$ cat config.mk
export PLATFORM = sky130hd
export DESIGN_NAME = mips_memory_arbiter
export DESIGN_NICKNAME = d
export VERILOG_FILES = /design/src/rtl/mips_memory_arbiter.sv
export SDC_FILE = /design/constraint.sdc
export NUM_CORES = 1
export LEC_CHECK = 0
export CAP_MARGIN = 20
export CORE_MARGIN = 10
export CORE_UTILIZATION = 42
export DETAILED_ROUTE_END_ITERATION = 12
export GPL_ROUTABILITY_DRIVEN = 0
export PLACE_DENSITY = 0.78
export SYNTH_ARGS = -nofsm -noshare
export SYNTH_HDL_FRONTEND = slang
export SYNTH_SLANG_ARGS = --single-unit
$ cat constraint.sdc
create_clock -name clock -period 2.45 [get_ports clock]
set_clock_uncertainty 0.05 [all_clocks]
set_input_delay 0.49 -clock clock [delete_from_list [all_inputs] [get_ports clock]]
set_output_delay 0.49 -clock clock [all_outputs]
set_load 0.05 [all_outputs]
$ cat src/rtl/mips_memory_arbiter.sv
// Arbiter sharing one single-ported data memory between the pipeline MEM stage and an external port.
// Define MIPS_MEMORY_ARBITER_STATS_EN to add saturating grant and stall counters.
module mips_memory_arbiter #(
    parameter int ADDR_L        = 64,
    parameter int ADDR_W        = $clog2(ADDR_L),
    parameter int DATA_W        = 32,
    parameter int ACCESS_CYCLES = 2
) (
    input  logic              clock,
    input  logic              reset,
    input  logic              pipe_req,
    input  logic              pipe_we,
    input  logic [ADDR_W-1:0] pipe_addr,
    input  logic [DATA_W-1:0] pipe_wdata,
    output logic [DATA_W-1:0] pipe_rdata,
    output logic              pipe_done,
    output logic              pipe_stall,
    input  logic              ext_req,
    input  logic              ext_we,
    input  logic [ADDR_W-1:0] ext_addr,
    input  logic [DATA_W-1:0] ext_wdata,
    output logic              ext_grant,
    output logic [DATA_W-1:0] ext_rdata,
    output logic              ext_done,
    output logic              mem_en,
    output logic              mem_we,
    output logic [ADDR_W-1:0] mem_addr,
    output logic [DATA_W-1:0] mem_wdata,
    input  logic [DATA_W-1:0] mem_rdata
`ifdef MIPS_MEMORY_ARBITER_STATS_EN
    ,
    output logic [15:0]       stat_pipe_grants,
    output logic [15:0]       stat_ext_grants,
    output logic [15:0]       stat_stall_cycles
`endif
);

    typedef enum logic [1:0] {ST_IDLE, ST_BUSY, ST_DONE} state_t;

    localparam logic       OWN_PIPE = 1'b0;
    localparam logic       OWN_EXT  = 1'b1;
    localparam logic [3:0] CNT_LOAD = 4'(ACCESS_CYCLES);

    state_t              state_reg, state_next;
    logic [3:0]          cnt_reg;
    logic                owner_reg;
    logic                last_grant_reg;
    logic                we_reg;
    logic [ADDR_W-1:0]   addr_reg;
    logic [DATA_W-1:0]   wdata_reg;
    logic [DATA_W-1:0]   pipe_rdata_reg;
    logic [DATA_W-1:0]   ext_rdata_reg;
    logic                grant;
    logic                grant_owner;
    logic                capture;

    always_comb begin
        state_next  = state_reg;
        grant       = 1'b0;
        grant_owner = OWN_PIPE;
        case (state_reg)
            ST_IDLE: begin
                if (pipe_req && ext_req) begin
                    grant       = 1'b1;
                    grant_owner = ~last_grant_reg;
                end else if (pipe_req) begin
                    grant       = 1'b1;
                    grant_owner = OWN_PIPE;
                end else if (ext_req) begin
                    grant       = 1'b1;
                    grant_owner = OWN_EXT;
                end
                if (grant) begin
                    state_next = ST_BUSY;
                end
            end
            ST_BUSY: begin
                if (cnt_reg == 4'd1) begin
                    state_next = ST_DONE;
                end
            end
            ST_DONE: state_next = ST_IDLE;
            default: state_next = ST_IDLE;
        endcase
    end

    // Read data is only valid in the final BUSY cycle of the access.
    assign capture = (state_reg == ST_BUSY) && (cnt_reg == 4'd1) && !we_reg;

    always_ff @(posedge clock or negedge reset) begin
        if (!reset) begin
            state_reg      <= ST_IDLE;
            cnt_reg        <= 4'd0;
            owner_reg      <= OWN_PIPE;
            last_grant_reg <= OWN_EXT;
            we_reg         <= 1'b0;
            addr_reg       <= '0;
            wdata_reg      <= '0;
            pipe_rdata_reg <= '0;
            ext_rdata_reg  <= '0;
        end else begin
            state_reg <= state_next;
            if (grant) begin
                owner_reg      <= grant_owner;
                last_grant_reg <= grant_owner;
                we_reg         <= (grant_owner == OWN_PIPE) ? pipe_we    : ext_we;
                addr_reg       <= (grant_owner == OWN_PIPE) ? pipe_addr  : ext_addr;
                wdata_reg      <= (grant_owner == OWN_PIPE) ? pipe_wdata : ext_wdata;
                cnt_reg        <= CNT_LOAD;
            end else if (state_reg == ST_BUSY) begin
                cnt_reg <= cnt_reg - 4'd1;
            end
            if (capture && (owner_reg == OWN_PIPE)) begin
                pipe_rdata_reg <= mem_rdata;
            end
            if (capture && (owner_reg == OWN_EXT)) begin
                ext_rdata_reg <= mem_rdata;
            end
        end
    end

    assign mem_en     = (state_reg == ST_BUSY);
    assign mem_we     = mem_en & we_reg;
    assign mem_addr   = mem_en ? addr_reg  : '0;
    assign mem_wdata  = mem_en ? wdata_reg : '0;
    assign pipe_done  = (state_reg == ST_DONE) && (owner_reg == OWN_PIPE);
    assign ext_done   = (state_reg == ST_DONE) && (owner_reg == OWN_EXT);
    assign ext_grant  = (state_reg != ST_IDLE) && (owner_reg == OWN_EXT);
    // Gated by reset so every output reads 0 while reset is held.
    assign pipe_stall = reset & pipe_req & ~pipe_done;
    assign pipe_rdata = pipe_rdata_reg;
    assign ext_rdata  = ext_rdata_reg;

`ifdef MIPS_MEMORY_ARBITER_STATS_EN
    logic [15:0] stat_pipe_reg, stat_ext_reg, stat_stall_reg;

    always_ff @(posedge clock or negedge reset) begin
        if (!reset) begin
            stat_pipe_reg  <= 16'd0;
            stat_ext_reg   <= 16'd0;
            stat_stall_reg <= 16'd0;
        end else begin
            if (grant && (grant_owner == OWN_PIPE) && (stat_pipe_reg != 16'hFFFF)) begin
                stat_pipe_reg <= stat_pipe_reg + 16'd1;
            end
            if (grant && (grant_owner == OWN_EXT) && (stat_ext_reg != 16'hFFFF)) begin
                stat_ext_reg <= stat_ext_reg + 16'd1;
            end
            if (pipe_stall && (stat_stall_reg != 16'hFFFF)) begin
                stat_stall_reg <= stat_stall_reg + 16'd1;
            end
        end
    end

    assign stat_pipe_grants  = stat_pipe_reg;
    assign stat_ext_grants   = stat_ext_reg;
    assign stat_stall_cycles = stat_stall_reg;
`endif

endmodule
Word level (Yosys, flattened, before mapping)

Cells that the tools add are included.

Register bits: 111
Latch bits: 0
Memory bits (writable): 0
ROM bits: 0
Input port bits: 114
Output and inout port bits: 108
Logic and storage cells: 52
Memories kept: 0

Add/subtract/negate cells: 1
Multipliers: 0
Divide/modulo/power cells: 0
Magnitude comparators: 0
Eq/ne operators: 5
Shift operators: 0
Multiplexer cells: 18
Bitwise operators: 6
Reductions and logical operators: 13

Operator list:

| operator                                         | number |
|---|---|
| two-way mux 32 bit                               | 2 |
| two-way mux 6 bit                                | 2 |
| two-way mux 1 bit                                | 9 |
| logical AND 1 bit                                | 8 |
| two-way mux 4 bit                                | 2 |
| == test 4 x 1 -> 1 bit, second input constant    | 1 |
| two-way mux 2 bit                                | 2 |
| one-hot mux 2 bit (2 select lines)               | 1 |
| nonzero test 2 bit                               | 2 |
| subtractor 4 x 1 -> 4 bit, second input constant | 1 |
| bitwise AND 1 bit                                | 3 |
| NOT 1 bit                                        | 3 |
| == test 2 x 1 -> 1 bit, second input constant    | 1 |
| == test 2 bit, second input constant             | 1 |
| logical NOT 2 bit                                | 1 |
| != test 2 x 1 -> 1 bit, second input constant    | 1 |
| != test 2 bit, second input constant             | 1 |
| AND reduction 2 bit                              | 1 |
| logical NOT 1 bit                                | 1 |

Longest topological paths before layout

Gate-level depths: netlist (run 1).

Depth after elaboration: 6
Depth in mapped cells: 6
Mapped depth without buffers: 5

Worst setup path before layout (run 1)

OpenSTA, ideal clock, no wires.

Kind: register -> output
Start point: reg owner_reg
End point: out pipe_stall
Data arrival time: 2.249 ns
Required time: 1.910 ns
Path slack: -0.339 ns
Cell stages (with the launch flop): 3
Buffers on the path: 0
Cell sequence: dfrtp_1 -> nor3b_1 -> nor2_1

Cells in the longest elaborated chain, start to end: 4

Ends and longest elaborated chain:

| what                   | line | text |
|---|---|---|
| start, declared        | 46   | `logic owner_reg;` |
| start signal, assigned | 104  | `owner_reg <= grant_owner;` |
| NOT 1 bit              | 126  | `assign pipe_done = (state_reg == ST_DONE) && (owner_reg == OWN_PIPE);` |
| logical AND 1 bit      | 126  |  |
| named net pipe_done    | 16   | `output logic pipe_done,` |
| NOT 1 bit              | 130  | `assign pipe_stall = reset & pipe_req & ~pipe_done;` |
| bitwise AND 1 bit      | 130  |  |
| end, declared          | 17   | `output logic pipe_stall,` |

The timed path passes the listed nets, and every way through them passes these cells.

Final worst setup path (run 1)

Start point: reg state_reg[1]
End point: out mem_wdata[0]

Cells in the longest elaborated chain, start to end: 2

Ends and longest elaborated chain:

| what                   | line | text |
|---|---|---|
| start, declared        | 44   | `state_t state_reg, state_next;` |
| start signal, assigned | 102  | `state_reg <= state_next;` |
| == test 2 x 1 -> 1 bit | 122  | `assign mem_en = (state_reg == ST_BUSY);` |
| two-way mux 32 bit     | 125  | `assign mem_wdata = mem_en ? wdata_reg : '0;` |
| end, declared          | 28   | `output logic [DATA_W-1:0] mem_wdata,` |

No other way between the ends.

==> reports/results.txt, run 1 <==
outcome -> complete, no violations
CTS H-Tree Depth -> 3
top cells by area, synth -> dfrtp_1, mux2_2, o31ai_1
Inserted Diodes -> 0
met2 track demand over resource -> 30.4%
aggregate global-route resource usage -> 19.1%
Final WS setup -> 0.161 ns
initial antenna violation count -> 0
CTS clk-pin slew, worst paths -> 0.07 ns
RSZ-0062 raised after global routing -> no
starting DRC count in detailed routing -> 346
Sum Neg Setup Slack -> 0 ns
min Tclk post-route -> 2.29 ns
crit-path max FO -> 41
hold crit path type -> input pin to asynchronous set/reset pin
register area share after synthesis -> 55.6%
Setup Fix Bufs, Post-CTS -> 0
top post-synthesis cells by count -> dfrtp_1, mux2_2, nor2_1
CTS tree -> built
period utilization -> 93.4%
leak pwr -> 3.42 nW
Starting Density -> 43.4%
Num CTS Buffers -> 9
Ports -> 222
Avg Cell Area, Syn -> 11.4 um^2
#FFs+latches synth -> 111
DR DRC count -> 0
Yosys top cell area share -> 55.1%
CTS Hold Bufs -> 0
die area -> 16,700 um^2
syn_nets -> 556
first-pass iteration count of the detailed router -> 4
count leader, synth -> dfrtp_1
CORE AREA -> 11,500 um^2
ys flop type -> dfrtp_1
gr ovfl total -> 0
Synth-to-Final Area Change -> 63.4%
area leader, netlist -> dfrtp_1
Die Height -> 129 um
Yosys warning total -> 0
top achievable clock speed -> 0.437 GHz
IO buf count -> 221
Post-DRT Antenna Nets -> 0
Crit. End Element -> output port
Critical Path RT -> 1.91 ns
Clk Latency, worst-skew pair -> 0.34 ns
fraction of registers with async set/reset -> 100%
Via density -> 5.35
Max VDD drop -> 0.775 mV
CTS Buffer Depth -> 2
nets -> 767
clk sinks -> 111
final WL -> 16,000 um
Rows -> 39
P per Cell Area -> 1630 nW/um^2
max-slew violations -> 0
Die X -> 129 um
layout cell share with drive strength beyond 1 -> 22.7%
Detail Placement HPWL -> 12,200 um
number of global-route vias before repair -> 4,629
crit path DAT -> 1.75 ns
max-cap viol count -> 0
global routing met3 resource utilization -> 9.58%
clk root buf -> clkbuf_16
Post-Syn Instances -> 440
GR peak layer -> met2
Cell Area, Synth -> 5000 um^2
first-pass GRT wire length -> 24,900 um
Slew @ Worst Pin -> 0.582 ns
grt met1 use -> 21.9%
Final Setup Violations -> 0
CP Launch Type -> register
Yosys cell types -> 34
# resized after CTS -> 0
final-report hold violation count -> 0
WS Path Type -> register to output port
vias after detailed routing -> 4,271
pre-CTS WS -> 0.320 ns
EDFF count, synth -> 0
DR WL/cell -> 20.0 um
slew margin rel. -> 61.2%
largest net degree at the start of global routing -> 112
## routing by layer
| layer | part of all wire [%] | routed length, um |
|---|---|---|
| met5 | 0 | 0 |
| met4 | 1.8 | 280 |
| met3 | 12 | 1960 |
| met2 | 46 | 7410 |
| met1 | 40 | 6350 |
## cell type report
cell class | instances | area (um^2)
Tap cell | 143 | 179
Clock inverter | 6 | 91.3
Clock buffer | 10 | 239
Sequential cell | 111 | 2780
Multi-Input combinational cell | 290 | 2070
Fill cell | 786 | 3350
Timing Repair Buffer | 236 | 2800
Inverter | 3 | 11.3
## worst paths after layout
check,startpoint,to,slack (ns),cells past startpoint
worst max register to register,cnt_reg[1],pipe_rdata[10],0.38,6
worst min register to register,pipe_rdata[0],pipe_rdata[0],0.44,1
min in group clock,pipe_rdata[0],pipe_rdata[0],0.44,1
max in group asynchronous,reset,state_reg[1],1.70,2
worst max-delay path,state_reg[1],mem_wdata[0],0.16,5
worst min-delay path,reset,pipe_rdata[5],0.22,2
## power breakdown
group	internal, W	switching, W	leakage, nW	total (W)
combinational	0.00341	0.00502	1.91	0.00843
clock	0.000932	0.000660	0.163	0.00159
sequential	0.00274	0.000520	1.34	0.00326
## logic make-up after synthesis
family	count (synthesis)	synth area share (%)
XOR/XNOR	1	0.175
flip-flops	111	55.6
buffers and inverters	39	3.53
AND/OR/NAND/NOR	95	10.3
AO/OA/AOI/OAI	127	15.2
multiplexers	65	14.6
adder cells (fa/ha/maj)	2	0.501
## through the flow
step	hold WS [ns]	area (um^2)	std cells	total power [W]	util, %
2_1_floorplan	0.144	5000	440	0.00811	-
3_3_place_gp	0.417	7840	783	0.0116	68.0
3_5_place_dp	0.426	7840	783	0.0118	68.0
4_1_cts	0.256	8170	799	0.0134	70.9
5_1_grt	0.282	8170	799	0.0139	70.9
6_report	0.223	8170	799	0.0133	70.9
## cell usage in the layout (no fill, tap or decap), drive strengths merged, types with 10 or more instances in the layout
cell type | Yosys | layout
a21oi | 37 | 37
and2 | 40 | 40
buf | 10 | 60
clkbuf | 26 | 10
clkdlybuf4s50 | 0 | 176
dfrtp | 110 | 110
mux2 | 64 | 64
nor2 | 43 | 43
o21ai | 43 | 43
o31ai | 37 | 37
## worst max-delay path: stages (launching register included)
cell      delay (ns)
dfrtp_1         0.43
nand2b_1        0.18
inv_1           0.06
buf_4           0.34
and2_1          0.25
buf_12          0.15
No activity file was read; power rests on OpenSTA's default activity.
==> run 2, diff against run 1 <==
CAP_MARGIN = 5   (was 20)
CORE_UTILIZATION = 55   (was 42)
DONT_BUFFER_PORTS = 1   (was default)
PLACE_DENSITY = 0.68   (was 0.78)
==> reports/results.txt, run 2 (synthesized netlist as in run 1, its figures left out) <==
min Tclk post-route -> 2.30 ns
largest net degree at the start of global routing -> 113
DR WL/cell -> 23.1 um
Inserted Diodes -> 0
nets -> 586
Sum Neg Setup Slack -> 0 ns
crit-path max FO -> 10
layout cell share with drive strength beyond 1 -> 30.4%
fillers -> 629
max-slew violations -> 0
gr ovfl total -> 0
Ports -> 222
outcome -> complete, but fails checks
Die X -> 115 um
Starting Density -> 57.0%
first-pass iteration count of the detailed router -> 4
Via density -> 6.04
crit path DAT -> 1.76 ns
DR DRC count -> 0
period utilization -> 93.9%
commonest non-fill, non-tap cells in the layout -> dfrtp_1, mux2_2, buf_12
Synth-to-Final Area Change -> 22.8%
Final Hold Slack -> -0.257 ns
CP Launch Type -> register
Clk Latency, worst-skew pair -> 0.37 ns
commonest non-fill, non-tap cell in the layout -> dfrtp_1
Crit. End Element -> output port
crit-path cells -> nand2b_1, inv_2, buf_4, and2_1, buf_12
FF+latch area -> 2780 um^2
hold crit path type -> input pin to asynchronous set/reset pin
top achievable clock speed -> 0.435 GHz
final WL -> 13,400 um
Buffers & Inverters on Critical Path -> 3
Die Height -> 115 um
Detail Placement HPWL -> 9910 um
Rows -> 34
CTS clk-pin slew, worst paths -> 0.11 ns
Post-DRT Antenna Nets -> 0
worst reg2reg startpoint -> cnt_reg[1]
slowest CP cell -> dfrtp_1
Slew @ Worst Pin -> 0.821 ns
Num CTS Buffers -> 9
slew margin rel. -> 45.3%
CTS tree -> built
WS Path Type -> register to output port
Setup Fix Bufs, Post-CTS -> 0
IO buf count -> 0
initial antenna violation count -> 0
first-pass GRT wire length -> 20,700 um
failing checks -> negative hold slack
Critical Path RT -> 1.91 ns
worst stage delay on the critical path -> 0.44 ns
vias after detailed routing -> 3,514
area of the multi-input gates -> 2070 um^2
number of global-route vias before repair -> 3,809
aggregate global-route resource usage -> 19.5%
max-cap viol count -> 0
starting DRC count in detailed routing -> 279
final-report hold violation count -> 111
Top Family by Delay on Critical Path -> buffers and inverters
CTS Buffer Depth -> 2
clk root buf -> clkbuf_8
clk sinks -> 111
die area -> 13,300 um^2
CTS H-Tree Depth -> 3
origin of the worst setup path -> state_reg[1]
Final Setup Violations -> 0
CORE AREA -> 8760 um^2
RSZ-0062 raised after global routing -> no
[run 2: cell types whose count changed in the layout (fill, tap and decap cells not counted)]
cell             change
bufinv_16            -2
inv_2                +1
clkbuf_16            -9
clkinvlp_4           +2
buf_4                -2
clkdlybuf4s50_1    -176
clkinv_2             -1
inv_6                -2
inv_8                +2
clkbuf_8             +8
buf_12               -3
clkinv_4             +1
inv_1                -1
[run 2: final cells by class]
class                      instances  area share, %
clock inverter                     6          0.897
sequential                       111           45.3
inverter                           3          0.184
tap                              108           2.20
timing repair buffer              55           15.7
clock buffer                       9           2.02
multi-input combinational        290           33.7
[run 2: final timing paths]
check | end | slack (ns) | depth (start not counted)
setup / recovery | mem_wdata[22] | 0.15 | 5
hold / removal | ext_rdata[19] | -0.26 | 0
setup reg to reg | pipe_rdata[13] | 0.45 | 6
hold reg to reg | wdata_reg[31] | 0.46 | 2
max in group asynchronous | last_grant_reg | 2.34 | 0
min in group clock | ext_rdata[19] | 0.21 | 1
[run 2: per-stage QoR]
step	instances	worst slack [ns]	utilization [%]	instance area, um^2
finish	582	0.150	70.0	6130
global route	582	0.0782	70.0	6130
CTS	582	0.00822	70.0	6130
detailed placement	567	0.434	68.0	5960
global placement	567	0.471	68.0	5960
floorplan	440	0.00195	-	5000
[run 2: timing repair]
item                                    in CTS  in global routing
endpoints found under the setup margin       0                 13
resized for setup                            0                  1
endpoints found under the hold margin      111                111
[run 2: routing by layer]
metal / share of wire (%) / GRT usage (%) / vias up / routed length, um
met5: 0 / 0 / - / 0
met4: 2.4 / 7.51 / 0 / 329
met3: 14 / 10.3 / 22 / 1820
met2: 50 / 32.4 / 167 / 6770
met1: 34 / 20.6 / 1715 / 4510
li1: - / - / 1610 / -
Power of run 2 is left out: the tool's default activity adds up to more than one toggle a clock period on the data nets, which glitch-free logic cannot reach.
